===== config.mk =====
export PLATFORM = sky130hd
export DESIGN_NAME = mem_dump_reader
export DESIGN_NICKNAME = d
export VERILOG_FILES = /design/src/rtl/mips_dump_pkg.sv /design/src/rtl/dump_fifo.sv /design/src/rtl/mem_dump_reader.sv
export SDC_FILE = /design/constraint.sdc
export NUM_CORES = 1
export LEC_CHECK = 0
export CAP_MARGIN = 10
export CORE_ASPECT_RATIO = 0.75
export CORE_MARGIN = 10
export CORE_UTILIZATION = 25
export CTS_BUF_LIST = sky130_fd_sc_hd__clkbuf_16
export DETAILED_ROUTE_END_ITERATION = 7
export PLACE_DENSITY = 0.46
export SYNTH_ARGS = -nofsm -noshare
export SYNTH_HDL_FRONTEND = slang
export SYNTH_SLANG_ARGS = --single-unit

===== constraint.sdc =====
create_clock -name clk -period 5.2 [get_ports clk]
set_input_delay 1.04 -clock clk [delete_from_list [all_inputs] [get_ports clk]]
set_output_delay 1.04 -clock clk [all_outputs]
set_load 0.005 [all_outputs]

===== src/rtl/mips_dump_pkg.sv =====
// Shared types and default sizes for the memory dump reader.
// Holds the FSM state enum and the default widths/depth.
package mips_dump_pkg;

  localparam int DUMP_ADDR_W = 32;
  localparam int DUMP_DATA_W = 32;
  localparam int DUMP_CNT_W  = 16;
  localparam int DUMP_FIFO_D = 4;

  typedef enum logic [1:0] {
    IDLE,
    READ,
    DRAIN,
    DONE
  } dump_state_t;

endpackage


===== src/rtl/dump_fifo.sv =====
// Synchronous FIFO of {adr, data} entries for the dump reader.
// Ports: push/push_adr/push_data in, pop in, head_adr/head_data, full, empty, count out.
module dump_fifo #(
  parameter int AW    = 32,
  parameter int DW    = 32,
  parameter int DEPTH = 4
) (
  input  logic                     clk,
  input  logic                     res,
  input  logic                     push,
  input  logic [AW-1:0]            push_adr,
  input  logic [DW-1:0]            push_data,
  input  logic                     pop,
  output logic [AW-1:0]            head_adr,
  output logic [DW-1:0]            head_data,
  output logic                     full,
  output logic                     empty,
  output logic [$clog2(DEPTH):0]   count
);

  localparam int PW = $clog2(DEPTH);

  logic [AW+DW-1:0] mem [DEPTH];
  logic [PW-1:0]    wptr;
  logic [PW-1:0]    rptr;
  logic             do_pop;
  logic             do_push;

  assign full  = (count == (PW+1)'(DEPTH));
  assign empty = (count == '0);

  assign do_pop  = pop && !empty;
  // a push into a full FIFO is only legal when the head leaves the same cycle
  assign do_push = push && (!full || do_pop);

  assign head_adr  = mem[rptr][AW+DW-1:DW];
  assign head_data = mem[rptr][DW-1:0];

  always_ff @(posedge clk) begin
    if (do_push) begin
      mem[wptr] <= {push_adr, push_data};
    end
  end

  always_ff @(posedge clk or negedge res) begin
    if (!res) begin
      wptr  <= '0;
      rptr  <= '0;
      count <= '0;
    end else begin
      if (do_push) begin
        wptr <= wptr + PW'(1);
      end
      if (do_pop) begin
        rptr <= rptr + PW'(1);
      end
      unique case ({do_push, do_pop})
        2'b10:   count <= count + (PW+1)'(1);
        2'b01:   count <= count - (PW+1)'(1);
        default: count <= count;
      endcase
    end
  end

endmodule


===== src/rtl/mem_dump_reader.sv =====
// Streams a word-addressed memory region out through a valid/ready port.
// Ports: start/base_adr/word_cnt request, mem_rd_* read port, dump_* stream,
// busy/done status; dump_sum only when DUMP_CHECKSUM_EN is defined.
module mem_dump_reader
  import mips_dump_pkg::*;
#(
  parameter int ADDR_W = DUMP_ADDR_W,
  parameter int DATA_W = DUMP_DATA_W,
  parameter int CNT_W  = DUMP_CNT_W,
  parameter int FIFO_D = DUMP_FIFO_D
) (
  input  logic              clk,
  input  logic              res,
  input  logic              start,
  input  logic [ADDR_W-1:0] base_adr,
  input  logic [CNT_W-1:0]  word_cnt,
  output logic              mem_rd_en,
  output logic [ADDR_W-1:0] mem_rd_adr,
  input  logic [DATA_W-1:0] mem_rd_data,
  output logic              dump_valid,
  input  logic              dump_ready,
  output logic [DATA_W-1:0] dump_data,
  output logic [ADDR_W-1:0] dump_adr,
  output logic              busy,
  output logic              done
`ifdef DUMP_CHECKSUM_EN
  ,
  output logic [DATA_W-1:0] dump_sum
`endif
);

  localparam int CW = $clog2(FIFO_D) + 1;

  dump_state_t       state;
  dump_state_t       nxt;
  logic [ADDR_W-1:0] adr;
  logic [ADDR_W-1:0] fl_adr;
  logic [CNT_W-1:0]  rd_left;
  logic [CNT_W-1:0]  hs_left;
  logic              inflight;
  logic              accept;
  logic              rd_en;
  logic              pop;
  logic              room;
  logic [CW:0]       occ;
  logic [ADDR_W-1:0] head_adr;
  logic [DATA_W-1:0] head_data;
  logic              full;
  logic              empty;
  logic [CW-1:0]     fcount;

  assign accept = (state == IDLE) && start;
  assign pop    = !empty && dump_ready;

  // entries that will be held after this edge if nothing new is issued
  assign occ  = {1'b0, fcount}
              + {{CW{1'b0}}, inflight}
              - {{CW{1'b0}}, pop};
  assign room = (occ < (CW+1)'(FIFO_D)) && !(full && !pop);

  always_comb begin
    nxt   = state;
    rd_en = 1'b0;
    unique case (state)
      IDLE: begin
        if (start) begin
          nxt = (word_cnt == '0) ? DONE : READ;
        end
      end
      READ: begin
        rd_en = room;
        if (room && rd_left == CNT_W'(1)) begin
          nxt = DRAIN;
        end
      end
      DRAIN: begin
        // the last handshake empties the pipe: nothing left in flight
        if (pop && hs_left == CNT_W'(1)) begin
          nxt = DONE;
        end
      end
      DONE: begin
        nxt = IDLE;
      end
    endcase
  end

  always_ff @(posedge clk or negedge res) begin
    if (!res) begin
      state    <= IDLE;
      adr      <= '0;
      fl_adr   <= '0;
      rd_left  <= '0;
      hs_left  <= '0;
      inflight <= 1'b0;
    end else begin
      state    <= nxt;
      inflight <= rd_en;
      if (accept) begin
        adr     <= base_adr;
        rd_left <= word_cnt;
        hs_left <= word_cnt;
      end
      if (rd_en) begin
        adr     <= adr + ADDR_W'(1);
        rd_left <= rd_left - CNT_W'(1);
        fl_adr  <= adr;
      end
      if (pop) begin
        hs_left <= hs_left - CNT_W'(1);
      end
    end
  end

  dump_fifo #(
    .AW    (ADDR_W),
    .DW    (DATA_W),
    .DEPTH (FIFO_D)
  ) u_fifo (
    .clk       (clk),
    .res       (res),
    .push      (inflight),
    .push_adr  (fl_adr),
    .push_data (mem_rd_data),
    .pop       (pop),
    .head_adr  (head_adr),
    .head_data (head_data),
    .full      (full),
    .empty     (empty),
    .count     (fcount)
  );

  assign mem_rd_en  = rd_en;
  assign mem_rd_adr = adr;
  assign dump_valid = !empty;
  // storage is not reset, so the head is masked while empty
  assign dump_data  = empty ? '0 : head_data;
  assign dump_adr   = empty ? '0 : head_adr;
  assign busy       = (state != IDLE);
  assign done       = (state == DONE);

`ifdef DUMP_CHECKSUM_EN
  always_ff @(posedge clk or negedge res) begin
    if (!res) begin
      dump_sum <= '0;
    end else if (accept) begin
      dump_sum <= '0;
    end else if (pop) begin
      dump_sum <= dump_sum + head_data;
    end
  end
`endif

endmodule


# Word level (Yosys, flattened, before mapping)
# Memory sizes are Yosys's and may differ from the RTL's.
# Index checks and enable logic that the tools add are counted.
[word_totals]
regBits = 106
input_bits = 84
mem_bits_rw = 256
wordCells = 68
rom_bits = 0
mem_count = 1
latch_bits = 0
out_inout_bits = 100
[classes]
div = 0
n_mul = 0
add_sub_neg = 9
shifts = 0
muxes = 16
eq_ne = 11
reduce_logical = 21
order_cmp = 1
bitwise_logic = 0
[memory_table]
columns = ["name", "words", "width", "read_ports", "rd_clocked_by_memory_dff", "wr", "line", "text"]
rows = [
  ["u_fifo.mem", 4, 64, 1, 0, 1, "dump_fifo.sv:23", "logic [AW+DW-1:0] mem [DEPTH];"],
]
[op_table]
columns = ["op", "count"]
rows = [
  ["$mux 32", 4],
  ["$mux 16", 3],
  ["$add 32x1->32 const B", 1],
  ["$eq 16x1->1 const B", 2],
  ["$sub 16x1->16 const B", 2],
  ["$logic_not 16->1", 1],
  ["$logic_and 1x1->1", 8],
  ["$mux 2", 4],
  ["$pmux 2 s4", 1],
  ["$reduce_bool 2->1", 4],
  ["$eq 2x2->1 const B", 3],
  ["$ne 2x2->1 const B", 3],
  ["$pmux 3 s2", 1],
  ["$add 2x1->2 const B", 2],
  ["$add 3x1->4", 1],
  ["$eq 2x1->1 const B", 2],
  ["$logic_not 1->1", 4],
  ["$lt 4x3->1 const B", 1],
  ["$sub 4x1->4", 1],
  ["$add 3x1->3 const B", 1],
  ["$eq 3x3->1 const B", 1],
  ["$logic_not 3->1", 1],
  ["$mux 1", 3],
  ["$reduce_and 3->1", 1],
  ["3 further kinds", 3],
]

# Depth between registers and ports, before layout
# Gate-level depths: netlist of run 1.
[depth]
ltp_word = 10
mapped_depth = 12
ltp_nobuf = 10

# By module
# From an unflattened synthesis of run 1, not the netlist that was laid out.
[unflattened]
hier_cells = 1054
area_unflattened_um2 = 15263.4
[by_module_without_submodules]
columns = ["module", "cells_per_inst", "seq_area_each_um2", "instances", "area_each_um2"]
rows = [
  ["dump_fifo", 372, 7862.5, 1, 9645.5],
  ["mem_dump_reader", 682, 2477.4, 1, 5617.9],
]

# Worst setup path before layout of run 1
# No wires, ideal clock.
[synth_path]
path_type = "input to output"
startpoint = "input port dump_ready"
endpoint = "output port mem_rd_en"
arrival_ps = 2790
required_time_ps = 4160
path_buffers = 2
stages = 9
setup_slack_ps = 1370
cell_sequence = "nor2b_1 nand2_1 ha_1 nand4_1 a21oi_1 nor2_4 inv_2 buf_4 buf_2"
[synth_between]
elab_chain_cells = 6
word_cells_on_any_way = 8
cone_classes = "add/sub (1); order compare (1); mux (1); reduce/logical (5)"
[synth_rtl]
columns = ["item", "line", "text"]
rows = [
  ["start: declaration", "mem_dump_reader.sv:21", "input logic dump_ready,"],
  ["$logic_and 1x1->1 (*)", "mem_dump_reader.sv:53", "assign pop = !empty && dump_ready;"],
  ["branches (longest 3 deep; another with $sub 4x1->4)", "-", ""],
  ["$logic_and 1x1->1 (*)", "mem_dump_reader.sv:59", "assign room = (occ < (CW+1)'(FIFO_D)) && !(full && !pop);"],
  ["$mux 1 (*)", "mem_dump_reader.sv:64", "unique case (state)"],
  ["end: declaration", "mem_dump_reader.sv:17", "output logic mem_rd_en,"],
]
# Every way passes the cells marked *.

# Worst setup path in the final report of run 1
# Ends and elaborated chain as after synthesis.

==> results of run 1 <==
-- metal layers --
layer / track usage / part of all wire
met2: 0.185 / 0.44
met1: 0.172 / 0.47
met5: 0 / 0
met3: 0.0352 / 0.071
met4: 0.0284 / 0.017
-- Yosys cell counts, drive strengths merged (15+ instances only) --
cell type / count
edfxtp: 256
nand2: 140
dfrtp: 106
and2: 70
mux4: 64
nor2: 50
a21oi: 36
o21ai: 35
buf: 32
inv: 29
clkbuf: 23
nand3: 20
ha: 18
nor3: 15
o22ai: 15
-- state kept, by name, indices dropped and copies added (netlist names) --
register and count:
hs_left 16, inflight 1, mem_rd_adr 32, u_fifo.count 3, rd_left 16, fl_adr 32
u_fifo.rptr 2, state 2, u_fifo.wptr 2, u_fifo.mem 256
-- worst max path at each step --
stage,slack (ps),depth (start not counted),end
after floorplan,1370,9,mem_rd_en
after global placement,430,10,mem_rd_en
after detailed placement,480,10,mem_rd_en
after CTS,460,10,mem_rd_en
after global routing,270,10,mem_rd_en
final,460,10,mem_rd_en
-- power by group --
group | internal (mW) | switching [mW] | total [mW]
sequential | 3.73 | 0.750 | 4.48
clock | 1.58 | 1.18 | 2.76
combinational | 2.11 | 1.92 | 4.03
-- final cells by class --
cell class / count / area share
clock buffers: 41 / 0.0526
multi-input cells: 627 / 0.246
repair buffers: 207 / 0.103
diodes: 1 / 0.000128
clock inverters: 31 / 0.0117
inverters: 29 / 0.00558
flip-flops and latches: 362 / 0.530
well taps: 800 / 0.0513
-- per-stage QoR --
step / setup slack, ps / hold WS [ps]
6_report: 462 / 516
5_1_grt: 267 / 529
4_1_cts: 462 / 516
3_5_place_dp: 477 / 507
3_3_place_gp: 430 / 497
2_1_floorplan: 1370 / 466
-- logic make-up (layout without fill, tap and decap cells) --
family,after synthesis,after routing,synth area share
DFF,362,362,0.668
AOI/OAI and AO/OA,167,167,0.0746
adders and majority gates,19,19,0.0159
and+or+nand+nor,362,362,0.116
buffers and inverters,84,308,0.0228
muxes,67,67,0.0951
other,0,1,0
xor gates and xnor gates,12,12,0.00679
==> results.toml, run 1 <==
[outcome]
status = "finished clean"

[clock_network]
cts_sinks = 362
insertion_delay_ps = 560
clk_path_buf_depth = 3
cts_setup_buffers = 0
tritoncts = "built"
numCtsBuffers = 41
cts_max_level = 2
ctsHoldBuffers = 0
clkSlewWorstSetupHoldPaths_ps = 60
cts.repair.resized = 0
cts-root-buf = "clkbuf_16"

[detailed_routing]
via_per_inst = 4.66
dr_total_vias = 9784
ant_nets = 0
drc = 0
dr.pass1.iters = 5
wl_um = 45100
wl_per_cell_um = 21.5
drtIter0Drc = 664

[logic_synthesis]
synthesis.nets = 1176
synth_area_per_cell_um2 = 14.4
synthFlopType = "edfxtp_1"
synth_top_area_frac = 0.497
synthArstFlopShare = 0.293
synth-seq-cells = 362
synth_top_cell_by_area = "edfxtp_1"
ys_warn_count = 0
ys_top_cells_by_area = "edfxtp_1 50%, dfrtp_1 17%, mux4_2 9.3%"
netlist_area_um2 = 15500
synth_edf_count = 256
synth_cell_types = 69
ys_seq_area_frac = 0.668
syn_inst = 1073

[finish]
drive_gt1_frac = 0.132
layout_common_cells = "256 x edfxtp_1, 182 x clkdlybuf4s50_1, 140 x nand2_1"
regArea_um2 = 10300
final_common_cell = "edfxtp_1"
final_cells = 2098
syn_to_final_growth_pct = 26.2
final_nets = 1371
fin_area_um2 = 19500
multiInputGateArea_um2 = 4800
fillers = 6042
postLayoutCoreUtil = 0.321

[floorplan]
start_util = 0.254
die_w_um = 307
ioPinCount = 184
rows = 78
die-area_um2 = 72300
die_h_um = 235
core_um2 = 60900

[sta]
finalCriticalPeriod_ps = 4740
hold_viol_final = 0
setup_viol = 0
max_freq_mhz = 211
slew_headroom = 0.284
fin_crit_sh = 0.911
drv_slew = 0
fin_skew_ps = 33.1
rsz0062_at_grt = "no"
tightest_slew_ps = 1070
fin_tns_setup_ps = 0

[place]
placed_area_um2 = 18300
dp.final_hpwl_um = 29200
placedCellCount = 2025
port_buffers = 183
gp_congestion = 0.783

[worst_hold_path]
hp-start = "fl_adr[14]"
whs_path_depth = 0
hp-class = "flop to flop"
min_to = "u_fifo.mem[1][46]"

[grt]
antenna_found_initial = 0
grt_pass1_vias = 10400
grt_usage = 0.123
grt_pass1_wl_um = 68200
grt_max_degree = 77
gr-total-overflow = 0

[critical_path]
r2r-end = "hs_left[12]"
reg2reg_setup_slack_ps = 1740
cp.arrival_ps = 3700
cp.required_ps = 4160
reg2reg_depth = 7
path_class = "primary input to primary output"
path_max_fanout = 8
cp.buffers_inverters = 3
cpMostUsedCell = "clkdlybuf4s50_1"
path_cells = "clkdlybuf4s50_1 > nor2b_1 > nand2_1 > ha_1 > nor3b_1 > a22oi_1 > a311oi_4 > nor2_4 > inv_2 > clkdlybuf4s50_1"
crit_path_start_kind = "primary input"
slowest_stage = "a311oi_4"
critPathMaxStageDelay_ps = 530
end_kind = "primary output"
r2r_start = "u_fifo.count[0]"
path_delay_family = "buffers and inverters"
crit_start = "dump_ready"

[power]
max-vdd-ir-drop_mv = 0.279
finalPower_mw = 11.3
p_per_area_nw_per_um2 = 577
leakage_nw = 6.88

[job]
cap_violations = 0
(Power assumes the default switching activity.)
==> run 2, diff against run 1 <==
--- a/config.mk
+++ b/config.mk
@@ -8,10 +8,10 @@
 export CAP_MARGIN = 10
 export CORE_ASPECT_RATIO = 0.75
 export CORE_MARGIN = 10
-export CORE_UTILIZATION = 25
+export CORE_UTILIZATION = 60
 export CTS_BUF_LIST = sky130_fd_sc_hd__clkbuf_16
 export DETAILED_ROUTE_END_ITERATION = 7
-export PLACE_DENSITY = 0.46
+export PLACE_DENSITY = 0.89
 export SYNTH_ARGS = -nofsm -noshare
 export SYNTH_HDL_FRONTEND = slang
 export SYNTH_SLANG_ARGS = --single-unit
==> run 2 against run 1 <==
Register-to-register slack better by 330 ps. Cell count is 23% lower. Wire length is 18% lower. Die area is 55% lower. First-iteration DRC count rose by 66%. Clock-buffer cell count shrank 5. Hold slack improved by 2.2 ps. Sequential cell count did not move. Setup slack better by 24 ps. Design area down 4.0%. Utilization rose by 42 points. Critical path type unchanged.
==> results.toml, run 2 (synthesis results as in run 1) <==
[outcome]
status = "finished clean"

[power]
p_per_area_nw_per_um2 = 581
seqPwrFrac = 0.413
max-vdd-ir-drop_mv = 0.351
sw_frac_of_total = 0.333
pwr-share-comb = 0.357
p_clk_frac = 0.230
leakage_nw = 6.75
p_int_mw = 7.26
switchingPower_mw = 3.62

[sta]
tightest_slew_ps = 1180
slew_headroom = 0.208
hold_viol_final = 0
max_freq_mhz = 212
fin_crit_sh = 0.906
drv_slew = 0
fin_tns_setup_ps = 0
rsz0062_at_grt = "no"
finalCriticalPeriod_ps = 4710
fin_skew_ps = 17.1
hold_ws_ps = 518
worst_slack_ps = 486
setup_viol = 0

[detailed_routing]
dr.pass1.iters = 5
wl_um = 37000
dr_total_vias = 10100
via_per_inst = 6.23
wl_per_cell_um = 22.9
drc = 0
ant_nets = 0
drtIter0Drc = 1104

[finish]
syn_to_final_growth_pct = 21.1
largest_register = "u_fifo.mem"
final_nets = 1354
final_cells = 1617
fillers = 1545
largest_reg_flops = 256
fin_area_um2 = 18700
final_common_cell = "edfxtp_1"
layout_common_cells = "256 x edfxtp_1, 182 x clkdlybuf4s50_1, 140 x nand2_1"
drive_gt1_frac = 0.123

[clock_network]
clkSlewWorstSetupHoldPaths_ps = 70
cts-root-buf = "clkbuf_16"
tritoncts = "built"
clk_path_buf_depth = 3
ctsHoldBuffers = 0
cts.repair.resized = 0
cts_setup_buffers = 0
cts_sinks = 362
cts_max_level = 2
numCtsBuffers = 35
insertion_delay_ps = 520

[grt]
grt_max_degree = 76
grt_pass1_vias = 10100
grt_usage = 0.223
gr-total-overflow = 0
antenna_found_initial = 0
grt_pass1_wl_um = 57700

[floorplan]
core_um2 = 25100
die-area_um2 = 32700
die_h_um = 159
ioPinCount = 184
start_util = 0.615
die_w_um = 205
rows = 50

[critical_path]
cp.arrival_ps = 3670
cpMostUsedCell = "clkdlybuf4s50_1"
end_kind = "primary output"
path_max_fanout = 8
slowest_stage = "clkdlybuf4s50_1"
crit_path_start_kind = "primary input"
cp.required_ps = 4160
critPathMaxStageDelay_ps = 540
path_cells = "clkdlybuf4s50_1 > nor2b_1 > nand2_1 > ha_1 > nor3b_1 > a22oi_1 > a311oi_4 > nor2_4 > inv_2 > clkdlybuf4s50_1"
path_class = "primary input to primary output"

[place]
pre_cts_ws_ps = 562
port_buffers = 183
placed_area_um2 = 17600
gp_congestion = 0.896
dp.final_hpwl_um = 23300
placedCellCount = 1552

[worst_hold_path]
hp-class = "flop to flop"

[job]
cap_violations = 0
==> run 2: cell type report <==
type	instances	area, um^2	area share
Inverter	29	109	0.00581
Clock buffer	36	901	0.0481
Sequential cell	362	10300	0.552
Clock inverter	28	221	0.0118
Multi-Input combinational cell	627	4800	0.256
Antenna cell	1	2.50	0.000134
Tap cell	338	423	0.0226
Timing Repair Buffer	196	1940	0.103
==> run 2: through the flow <==
| stage | utilization | total power [mW] |
|---|---|---|
| 2_1_floorplan | - | 6.55 |
| 3_3_place_gp | 0.700 | 8.27 |
| 3_5_place_dp | 0.700 | 8.41 |
| 4_1_cts | 0.745 | 10.9 |
| 5_1_grt | 0.745 | 11.5 |
| 6_report | 0.745 | 10.9 |
==> run 2: final timing paths <==
kind	start	end	slack (ps)	cells past startpoint
setup / recovery	dump_ready	mem_rd_en	490	10
hold / removal	fl_adr[6]	u_fifo.mem[3][38]	520	0
setup reg to reg	u_fifo.count[2]	rd_left[4]	2070	11
hold reg to reg	fl_adr[6]	u_fifo.mem[3][38]	520	0
max in group asynchronous	res	fl_adr[25]	3490	2
min in group asynchronous	res	hs_left[13]	660	1
==> run 2: power groups by stage <==
stage               combinational (mW)  clock [mW]  sequential, mW
floorplan                         2.40           0            4.15
global placement                  3.77           0            4.49
detailed placement                3.88           0            4.53
CTS                               3.92        2.53            4.48
global route                      4.24        2.64            4.59
finish                            3.89        2.50            4.49
==> run 2: routing by layer <==
layer,part of all wire,track usage
met1,0.41,0.309
met2,0.47,0.350
met3,0.090,0.0522
met4,0.021,0.0567
met5,0,0
==> run 2: worst max-delay path, delay by kind of cell <==
kind | cells | cell delay, ps
buf+inv | 3 | 1140
simple gates | 4 | 550
fa+ha+maj | 1 | 230
compound gates | 2 | 710
==> RTL edit: new RTL, settings of run 1 <==
The package constant `DUMP_CNT_W` goes from 16 to 14.
--- a/src/rtl/mips_dump_pkg.sv
+++ b/src/rtl/mips_dump_pkg.sv
@@ -4,7 +4,7 @@
 
   localparam int DUMP_ADDR_W = 32;
   localparam int DUMP_DATA_W = 32;
-  localparam int DUMP_CNT_W  = 16;
+  localparam int DUMP_CNT_W  = 14;
   localparam int DUMP_FIFO_D = 4;
 
   typedef enum logic [1:0] {
Interface: changed (resized word_cnt); port bits go from 184 to 182. No check against the original RTL was run, so the function may have changed too.
==> RTL edit against run 1 <==
- synthesized area shrank 2.2%
- power grew 0.99%
- worst setup slack gained 0.0078 ns
- clock power shrank 1%
- non-clock buffer count shrank 4
- clock skew shrank 0.013 ns
- final area shrank 1.9%
- via count shrank 3.0%
- routed wire length shrank 6.2%
- sequential share of layout area grew 0.50 points
- cell count shrank 2.8%
- sequential cell count shrank 4
- critical path type unchanged
- largest cell class unchanged
- highest routed layer unchanged
==> RTL edit: results (changes against run 1) <==
- The flip-flop count of the largest register after layout is 256 (unchanged).
- The weighted congestion reported at the end of routability-driven placement is 0.803 (+2.6%).
- The sequential share of the synthesized area is 67.7% (+0.85 points).
- The overall routing resource usage is 11.8% (-0.52 points).
- The switching power share of the total is 33.5% (-0.63 points).
- The ratio of cells with drive above 1 in the final layout is 13.6% (+0.42 points).
- The share of the synthesized netlist area taken by xor and xnor gates is 0.405% (-0.27 points).
- The number of global-route vias before repair came to 9858 (-5.0%).
- The number of buffers added by the clock tree synthesis step came to 39 (-4.9%).
- The worst hold path terminates at rd_left[8].
- The flow ran to the end, and the final reports show no timing, DRC or antenna violations.
- The layout net count is 1321 (-3.6%).
- The adder-cell area share of the yosys netlist is 1.54% (-0.047 points).
- The compound-gate portion of the synthesized area came to 6.03% (-1.4 points).
- The count of antenna diodes in the layout is 0 (-1).
- The worst reg-to-reg setup slack was 1.69 ns (-0.05 ns).
- The hold buffer count at CTS is 0 (unchanged).
- The worst slew slack as a fraction of its limit is 32.1% (+3.7 points).
- The number of distinct standard cells referenced by the synthesized netlist is 63 (-8.7%).
- The largest individual stage delay along the critical path comes from the cell clkdlybuf4s50_1.
- The delay of the slowest cell on the worst path is 0.59 ns (+0.06 ns).
- The total nets after synthesis came to 1127 (-4.2%).
- The maximum vdd ir drop is 0.226 mV (-19%).
- Sorting the synthesized cells by area gives the leading types as edfxtp_1 51%, dfrtp_1 17%, mux4_2 9.5%.
- In this run the most critical hold path is launched from rd_left[8].
- The highest net fanout along the worst path is 5 (-3).
- The count of input and output buffers is 181 (-1.1%).
- The number of cell instances on the worst register-to-register path is 10 (+3).
- The arrival time at the worst endpoint is 3.69 ns (about the same).
- The HPWL reported at the end of detailed placement is 28200 µm (-3.4%).
- The share of synthesized registers carrying an async set or reset is 28.5% (-0.79 points).
- The clock-pin transition on the worst setup and hold timing paths came to 0.06 ns (about the same).
- The detailed-route vias per instance is 4.65 (-0.22%).
- The mux share of post-synthesis cell area came to 9.73% (+0.21 points).
- The total wire length after detailed routing was 42300 µm (-6.2%).
- The global-route wire length before repair is 64500 µm (-5.4%).
- The number of iterations in the first detailed-routing pass is 5 (unchanged).
- The combinational share of power is 35.4% (-0.4 points).
- The endpoint of the worst register-to-register path is mem_rd_adr[12].
- The worst hold path stage count is 1 (+1).
- The register with the most flip-flops is u_fifo.mem.
- The leakage power is 6.72 nW (-2.2%).
- The setup skew after layout is 0.0200 ns (-0.0131 ns).
- The number of DRC markers in iteration 0 is 883 (+33%).
- The worst hold margin is 0.512 ns (-0.00440 ns).
- The clock network latency to the later pin of the worst-skew pair is 0.54 ns (-0.02 ns).
- The maximum number of pins on one net before global-route repair is 74 (-3.9%).
## RTL edit: cell types whose count changed in the layout (fill, tap and decap cells not counted), sizes merged, moves of 7 or more
cell	before	now
nor2	50	61
a221o	7	17
o22ai	15	4
nor3	15	23
nor4	9	17
a211oi	9	21
o211ai	8	1
a21oi	36	24
## RTL edit: critical path, delay by kind of cell
family	cells	cell delay [ns]
adders and majority gates	1	0.30
AOI/OAI and AO/OA	1	0.38
and+or+nand+nor	3	0.47
muxes	1	0.32
buffers and inverters	3	1.17
## RTL edit: layer usage
| metal | vias up | GRT usage (%) | wire length (µm) |
|---|---|---|---|
| li1 | 4309 | - | - |
| met1 | 4847 | 17.0 | 20400 |
| met2 | 293 | 17.0 | 17800 |
| met3 | 44 | 3.78 | 3520 |
| met4 | 0 | 2.17 | 593 |
| met5 | - | 0 | 0 |
## RTL edit: final cells by class
type,count,area (µm²)
Fill cell,5887,40300
Sequential cell,358,10200
Clock inverter,30,251
Timing Repair Buffer,203,1990
Tap cell,790,988
Multi-Input combinational cell,599,4600
Clock buffer,40,1000
Inverter,20,75.1
## RTL edit: power groups by stage
stage / registers [W] / logic (W) / clock network (W)
global placement: 0.00467 / 0.00412 / 0
finish: 0.00462 / 0.00403 / 0.00272
CTS: 0.00464 / 0.00417 / 0.00284
global route: 0.00475 / 0.00451 / 0.00296
detailed placement: 0.00469 / 0.00416 / 0
floorplan: 0.00425 / 0.00241 / 0
## RTL edit: logic make-up (layout without fill, tap and decap cells)
kind of cell | after synthesis | in the layout
multiplexers | 67 | 67
AO/OA/AOI/OAI | 126 | 126
buffers and inverters | 70 | 293
AND/OR/NAND/NOR | 381 | 381
flip-flops | 358 | 358
adder cells (fa/ha/maj) | 18 | 18
XOR/XNOR | 7 | 7
## RTL edit: worst max-delay path by stage
stage | slack, ns | to | from | cells after the start
floorplan | 1.40 | mem_rd_en | dump_ready | 9
global placement | 0.51 | mem_rd_en | dump_ready | 9
detailed placement | 0.47 | mem_rd_en | dump_ready | 9
CTS | 0.46 | mem_rd_en | dump_ready | 9
global route | 0.31 | mem_rd_en | dump_ready | 9
finish | 0.47 | mem_rd_en | dump_ready | 9
## RTL edit: stage by stage
stage          instance area (µm²)  worst slack, ns  power (W)  instances
3_5_place_dp                 17900            0.472    0.00885       1970
5_1_grt                      19200            0.306     0.0122       2040
4_1_cts                      19200            0.460     0.0117       2040
2_1_floorplan                15100             1.40    0.00666       1027
3_3_place_gp                 17900            0.506    0.00879       1970
6_report                     19200            0.470     0.0114       2040
